## src/rtl/vx_fair_stream_arb.sv

```systemverilog
// vx_fair_stream_arb: registered N-to-1 valid/ready stream arbiter.
// A fair-mask arbiter picks one valid input per cycle; the winner's payload and index
// are captured into a main + skid output buffer so that ready_in never depends on
// ready_out combinationally.
// Optional feature macro: VX_FAIR_STREAM_ARB_PERF_EN adds perf_stalls / perf_grants.
module vx_fair_stream_arb #(
    parameter int NUM_INPUTS     = 4,
    parameter int DATAW          = 32,
    parameter int LOG_NUM_INPUTS = (NUM_INPUTS > 1) ? $clog2(NUM_INPUTS) : 1
) (
    input  logic                            clk,
    input  logic                            reset,
    input  logic [NUM_INPUTS-1:0]           valid_in,
    input  logic [NUM_INPUTS*DATAW-1:0]     data_in,
    output logic [NUM_INPUTS-1:0]           ready_in,
`ifdef VX_FAIR_STREAM_ARB_PERF_EN
    output logic [63:0]                     perf_stalls,
    output logic [NUM_INPUTS*32-1:0]        perf_grants,
`endif
    output logic                            valid_out,
    output logic [DATAW-1:0]                data_out,
    output logic [LOG_NUM_INPUTS-1:0]       sel_out,
    input  logic                            ready_out
);

    logic [NUM_INPUTS-1:0]     grant_mask;
    logic [NUM_INPUTS-1:0]     rem;
    logic [NUM_INPUTS-1:0]     qual;
    logic [NUM_INPUTS-1:0]     grant_onehot;
    logic [LOG_NUM_INPUTS-1:0] grant_idx;
    logic [DATAW-1:0]          grant_data;
    logic                      has_rem;
    logic                      grant_valid;
    logic                      in_fire;
    logic                      out_fire;

    logic                      main_valid_q, main_valid_d;
    logic [DATAW-1:0]          main_data_q, main_data_d;
    logic [LOG_NUM_INPUTS-1:0] main_sel_q, main_sel_d;
    logic                      skid_valid_q, skid_valid_d;
    logic [DATAW-1:0]          skid_data_q, skid_data_d;
    logic [LOG_NUM_INPUTS-1:0] skid_sel_q, skid_sel_d;

    // Requests not yet served this round take priority; once none remain a new round starts.
    assign rem         = valid_in & ~grant_mask;
    assign has_rem     = |rem;
    assign qual        = has_rem ? rem : valid_in;
    assign grant_valid = |valid_in;

    // Lowest set bit of qual: scan downwards so the lowest index is assigned last.
    always_comb begin
        grant_onehot = '0;
        grant_idx    = '0;
        grant_data   = data_in[DATAW-1:0];
        for (int i = NUM_INPUTS - 1; i >= 0; i--) begin
            if (qual[i]) begin
                grant_onehot    = '0;
                grant_onehot[i] = 1'b1;
                grant_idx       = LOG_NUM_INPUTS'(i);
                grant_data      = data_in[i*DATAW +: DATAW];
            end
        end
    end

    // Accept only while the skid slot is free; this uses registered state only.
    assign in_fire  = grant_valid & ~skid_valid_q;
    assign ready_in = grant_onehot & {NUM_INPUTS{~skid_valid_q}};
    assign out_fire = main_valid_q & ready_out;

    generate
        if (NUM_INPUTS > 1) begin : g_mask
            logic [NUM_INPUTS-1:0] mask_q, mask_d;

            // Mask accumulates served inputs within a round; holds unless an input is taken.
            always_comb begin
                mask_d = mask_q;
                if (in_fire) begin
                    mask_d = has_rem ? (mask_q | grant_onehot) : grant_onehot;
                end
            end

            // Mask register.
            always_ff @(posedge clk or posedge reset) begin
                if (reset) begin
                    mask_q <= '0;
                end else begin
                    mask_q <= mask_d;
                end
            end

            assign grant_mask = mask_q;
        end else begin : g_no_mask
            assign grant_mask = '0;
        end
    endgenerate

    // Main/skid buffer next state: main refills from skid first to preserve order.
    always_comb begin
        main_valid_d = main_valid_q;
        main_data_d  = main_data_q;
        main_sel_d   = main_sel_q;
        skid_valid_d = skid_valid_q;
        skid_data_d  = skid_data_q;
        skid_sel_d   = skid_sel_q;
        if (!main_valid_q || out_fire) begin
            if (skid_valid_q) begin
                main_valid_d = 1'b1;
                main_data_d  = skid_data_q;
                main_sel_d   = skid_sel_q;
                skid_valid_d = 1'b0;
            end else if (in_fire) begin
                main_valid_d = 1'b1;
                main_data_d  = grant_data;
                main_sel_d   = grant_idx;
            end else begin
                main_valid_d = 1'b0;
            end
        end else if (in_fire) begin
            skid_valid_d = 1'b1;
            skid_data_d  = grant_data;
            skid_sel_d   = grant_idx;
        end
    end

    // Valid flags are reset; a reset drops any buffered entries at once.
    always_ff @(posedge clk or posedge reset) begin
        if (reset) begin
            main_valid_q <= 1'b0;
            skid_valid_q <= 1'b0;
        end else begin
            main_valid_q <= main_valid_d;
            skid_valid_q <= skid_valid_d;
        end
    end

    // Payload and index storage; meaningless while the matching valid is low.
    always_ff @(posedge clk) begin
        main_data_q <= main_data_d;
        main_sel_q  <= main_sel_d;
        skid_data_q <= skid_data_d;
        skid_sel_q  <= skid_sel_d;
    end

    assign valid_out = main_valid_q;
    assign data_out  = main_data_q;
    assign sel_out   = (NUM_INPUTS > 1) ? main_sel_q : '0;

`ifdef VX_FAIR_STREAM_ARB_PERF_EN
    logic [63:0]              perf_stalls_q, perf_stalls_d;
    logic [NUM_INPUTS*32-1:0] perf_grants_q, perf_grants_d;

    // Stall cycles and per-input accepted transfers; counters wrap naturally.
    always_comb begin
        perf_stalls_d = perf_stalls_q;
        perf_grants_d = perf_grants_q;
        if (main_valid_q && !ready_out) begin
            perf_stalls_d = perf_stalls_q + 64'd1;
        end
        for (int i = 0; i < NUM_INPUTS; i++) begin
            if (in_fire && grant_onehot[i]) begin
                perf_grants_d[i*32 +: 32] = perf_grants_q[i*32 +: 32] + 32'd1;
            end
        end
    end

    // Performance counter registers.
    always_ff @(posedge clk or posedge reset) begin
        if (reset) begin
            perf_stalls_q <= '0;
            perf_grants_q <= '0;
        end else begin
            perf_stalls_q <= perf_stalls_d;
            perf_grants_q <= perf_grants_d;
        end
    end

    assign perf_stalls = perf_stalls_q;
    assign perf_grants = perf_grants_q;
`endif

endmodule

```

## config.mk

```make
export PLATFORM = sky130hd
export DESIGN_NAME = vx_fair_stream_arb
export DESIGN_NICKNAME = d
export VERILOG_FILES = /design/src/rtl/vx_fair_stream_arb.sv
export SDC_FILE = /design/constraint.sdc
export NUM_CORES = 1
export LEC_CHECK = 0
export ABC_AREA = 1
export CAP_MARGIN = 40
export CELL_PAD_IN_SITES_DETAIL_PLACEMENT = 1
export CELL_PAD_IN_SITES_GLOBAL_PLACEMENT = 1
export CORE_MARGIN = 2
export CORE_UTILIZATION = 34
export CTS_CLUSTER_SIZE = 25
export DETAILED_ROUTE_END_ITERATION = 10
export PLACE_DENSITY = 0.84
export SKIP_LAST_GASP = 1
export SLEW_MARGIN = 20
export SYNTH_ARGS = -nofsm -noshare
export SYNTH_HDL_FRONTEND = slang
export SYNTH_SLANG_ARGS = --single-unit
```

## constraint.sdc

```tcl
create_clock -name clk -period 8 [get_ports clk]
set_input_delay 1.2 -clock clk [delete_from_list [all_inputs] [get_ports clk]]
set_output_delay 1.2 -clock clk [all_outputs]
set_load 0.1 [all_outputs]
```

# Yosys cells after proc, flatten, opt, wreduce, memory -nomap -nowiden

Index checks and enable logic that the tools add are counted.

Register bits after elaboration: 74
Latch bits: 0
Memory bits (writable): 0
Bits in read-only memories: 0
Bits of input ports: 135
Output and inout port bits: 39
Word-level logic and storage cells: 45
Memories: 0

Add/sub/neg operators: 0
Multipliers: 0
Div/mod/pow operators: 0
Order comparisons: 0
Eq/ne operators: 0
Shift-type cells: 0
Multiplexer cells: 22
Bitwise operators: 8
Reductions and logical operators: 8

Operators with widths:

| operator            | number |
|---|---|
| 32-bit two-way mux  | 6 |
| 4-bit two-way mux   | 6 |
| 2-bit two-way mux   | 6 |
| 4-bit bitwise AND   | 2 |
| 4-bit OR reduction  | 2 |
| 1-bit two-way mux   | 4 |
| 4-bit NOT           | 1 |
| 4-bit OR            | 1 |
| 2-bit AND reduction | 2 |
| 2-bit nonzero test  | 2 |
| 1-bit bitwise AND   | 2 |
| 1-bit NOT           | 2 |
| 1-bit logical NOT   | 1 |
| 1-bit logical OR    | 1 |

# Logic depth before layout (Yosys ltp)

Depth after elaboration: 10
Depth in mapped cells: 14
Mapped depth without buffers: 12

# Worst setup path before layout

OpenSTA, ideal clock, no wires.

Path kind: input-to-output
Start: in valid_in[2]
End: out ready_in[2]
Data arrival time: 3435 ps
Data required time: 6800 ps
Path slack: 3365 ps
Stages on the path: 10
Path buffers: 2
Path through: buf_2 nand2_2 nand2_4 nor2_4 o21ai_4 buf_2 nand2_1 inv_2 nand3_1 nor2_1

Cells in the longest elaborated chain, start to end: 7

RTL lines:

| item                            | line | text |
|---|---|---|
| start: declaration              | 13   | `input logic [NUM_INPUTS-1:0] valid_in,` |
| 4-bit bitwise AND               | 45   | `assign rem = valid_in & ~grant_mask;` |
| 4-bit OR reduction              | 46   | `assign has_rem = \|rem;` |
| 4-bit two-way mux *             | 47   | `assign qual = has_rem ? rem : valid_in;` |
| 4-bit two-way mux (2 in series) | 56   | `if (qual[i]) begin` |
| 4-bit two-way mux *             | 56   |  |
| 4-bit bitwise AND *             | 67   | `assign ready_in = grant_onehot & {NUM_INPUTS{~skid_valid_q}};` |
| end: declaration                | 15   | `output logic [NUM_INPUTS-1:0] ready_in,` |

Every way passes the cells marked *; elsewhere a longest branch is shown, timed or not.

# Final worst setup path

Start: in valid_in[0]
End: out ready_in[1]

Same word-level chain as after synthesis.

==> results.toml <==
[cts]
clk_latency_ps = 330
cts_tree = "yes"
htreeDepth = 3
cts.clk_slew.worst_paths_ps = 60
cts-root-buf = "clkbuf_16"
clock_path_buffers = 2
cts.sinks = 74
ctsResizeCount = 0
postCtsHoldBufs = 0
post-cts-setup-buffers = 0
cts_made_buffers = 9

[route]
drcViolationCount = 0
vias = 4977
drtIter0Drc = 300
routedWlPerCell_um = 17.19
drt_wl_total_um = 17110
routed_via_density = 5.002
drt_pass1_iterations = 5
ant_nets = 0

[synth]
synth_seq_cells = 74
synth_top_area_share = 0.4402
synthSimpleGateAreaFrac = 0.3558
synth-xor-area-share = 0
synth_cell_types = 24
synth_top_family_by_area = "simple AND/OR/NAND/NOR gates"
yosys_warnings = 0
ys.flop_type = "edfxtp_1"
synth_top_area_cell = "edfxtp_1"
syn_area_per_cell_um2 = 7.433
synth_edf_count = 68
synthCells = 624
synth_area_leaders = "edfxtp_1 (44%), nand2_1 (19%), nand3_1 (14%)"
synthesis.nets = 759
synthMuxAreaShare = 0
synthArstFlopShare = 0.08108
synth_seq_area_share = 0.4726
netlist_area_um2 = 4638
synth_compound_area_frac = 0.05638
synth_adder_area_share = 0

[min_path]
hold_path_end = "data_out[27]"
worstHoldStart = "skid_data_q[27]"
whs_path_depth = 2
min_path_type = "reg -> reg"

[outcome]
status = "complete, no violations"

[final_layout]
layout_commonest_cell = "nand2_1"
fill_cells = 1584
antenna_cells = 0
area.growth.synth_to_final_pct = 59.21
instances_no_fill = 995
fin_nets = 950
drive_gt1_frac = 0.1099
final_cell_mix = "nand2_1 (238), clkdlybuf4s50_1 (172), nand3_1 (130)"

[timing]
finalCritPeriodShare = 0.6911
hold_slack_ps = 521.9
finalMaxSlewViolations = 0
max_slew_margin = 0.4578
setup_viol = 0
fin_crit_ps = 5529
hold_viol_final = 0
worst_pin_slew_ps = 813.3
worst_slack_ps = 2471
rsz0062_at_grt = "false"
final.setup.tns_ps = 0
clock_skew_ps = 6.325
fmax_ghz = 0.1809

[placement]
gp_congestion = 0.9143
port_buffers = 173
dpl.hpwl_um = 12730
place_ws_ps = 2189
placed_cells = 977

[grt]
track_usage = 0.2380
grt_pass1_vias = 5241
grt_pass1_wl_um = 26800
grt_max_degree = 67
grt_antenna_before_repair = 0
grt.overflow.total = 0

[job]
cap_violations = 0

[setup_path]
r2r-end = "skid_data_q[28]"
critical_path_peak_fanout = 34
r2r_slack_ps = 5040
timing.rr.start = "skid_valid_q"
worst_setup_path_start_kind = "primary input"
reg2reg_depth = 6
cp_data_required_time_ps = 6800
crit_type = "in -> out"
cp.arrival_ps = 4330
end_kind = "primary output"

[power]
irDropWorstVdd_mv = 0.1085
power_density_nw_per_um2 = 329.8
power.total_mw = 2.435
p_leak_nw = 3.283

[floorplan]
num_rows = 42
die_width_um = 120.8
fp.dieArea_um2 = 14590
start_util = 0.3489
core_area_um2 = 13300
io_pins = 174
fp.dieH_um = 120.8
==> cells by family after synthesis <==
family | count (synthesis)
AND/OR/NAND/NOR | 386
buffers and inverters | 119
flip-flops | 74
AO/OA/AOI/OAI | 45
==> area by class of cell <==
type | instances | area (um2) | share of cell area
clock buffer | 9 | 225.2 | 0.03050
clock inverter | 6 | 35.03 | 0.004744
inverter | 78 | 292.8 | 0.03965
multi-input combinational | 431 | 1922 | 0.2603
sequential | 74 | 2192 | 0.2968
tap | 176 | 220.2 | 0.02982
timing repair buffer | 221 | 2497 | 0.3382
==> worst max path at each step <==
| stage | from | endpoint | depth (start not counted) |
|---|---|---|---|
| global placement | valid_in[0] | ready_in[1] | 9 |
| floorplan | valid_in[2] | ready_in[2] | 10 |
| global route | valid_in[2] | ready_in[1] | 11 |
| finish | valid_in[0] | ready_in[1] | 11 |
| detailed placement | valid_in[0] | ready_in[1] | 10 |
| CTS | valid_in[0] | ready_in[1] | 10 |
==> routing by layer <==
metal  wire length (um)  GRT usage
met1               6785     0.2811
met3                658    0.03113
met4                636     0.1097
met2               9028     0.4269
met5                  0          0
==> power by group <==
group | internal, mW | leakage (nW) | switching [mW]
sequential | 0.567 | 0.734 | 0.0371
combinational | 0.507 | 2.42 | 0.964
clock | 0.206 | 0.128 | 0.153
total | 1.28 | 3.28 | 1.15
==> stage by stage <==
step / cell area (um2) / utilization
2_1_floorplan: 4638 / -
3_3_place_gp: 6381 / 0.4800
3_5_place_dp: 7062 / 0.5312
4_1_cts: 7322 / 0.5507
5_1_grt: 7385 / 0.5554
6_report: 7385 / 0.5554
==> sequential cells by signal, indices dropped and copies added, names as in the netlist <==
name	flops
data_out	32
g_mask.mask_q	4
sel_out	2
skid_data_q	32
skid_sel_q	2
skid_valid_q	1
valid_out	1
==> cell usage after synthesis (7+ instances only) <==
library cell  number
buf_2             16
clkinv_1          20
nand3_1          130
inv_2             15
nand2_1          239
o21ai_0           30
clkbuf_1          14
o21ai_1            7
inv_1             43
nor2_1             7
buf_6              7
edfxtp_1          68
==> worst max-delay path, cell delays in order <==
cell	delay, ps
clkdlybuf4s50_1	590
nand2_1	100
nand2_2	170
nor2_4	100
o21ai_4	450
buf_8	230
inv_2	270
or2_1	330
nor2_1	90
clkdlybuf4s50_1	560
buf_8	210
No activity file was read; power rests on OpenSTA's default activity.
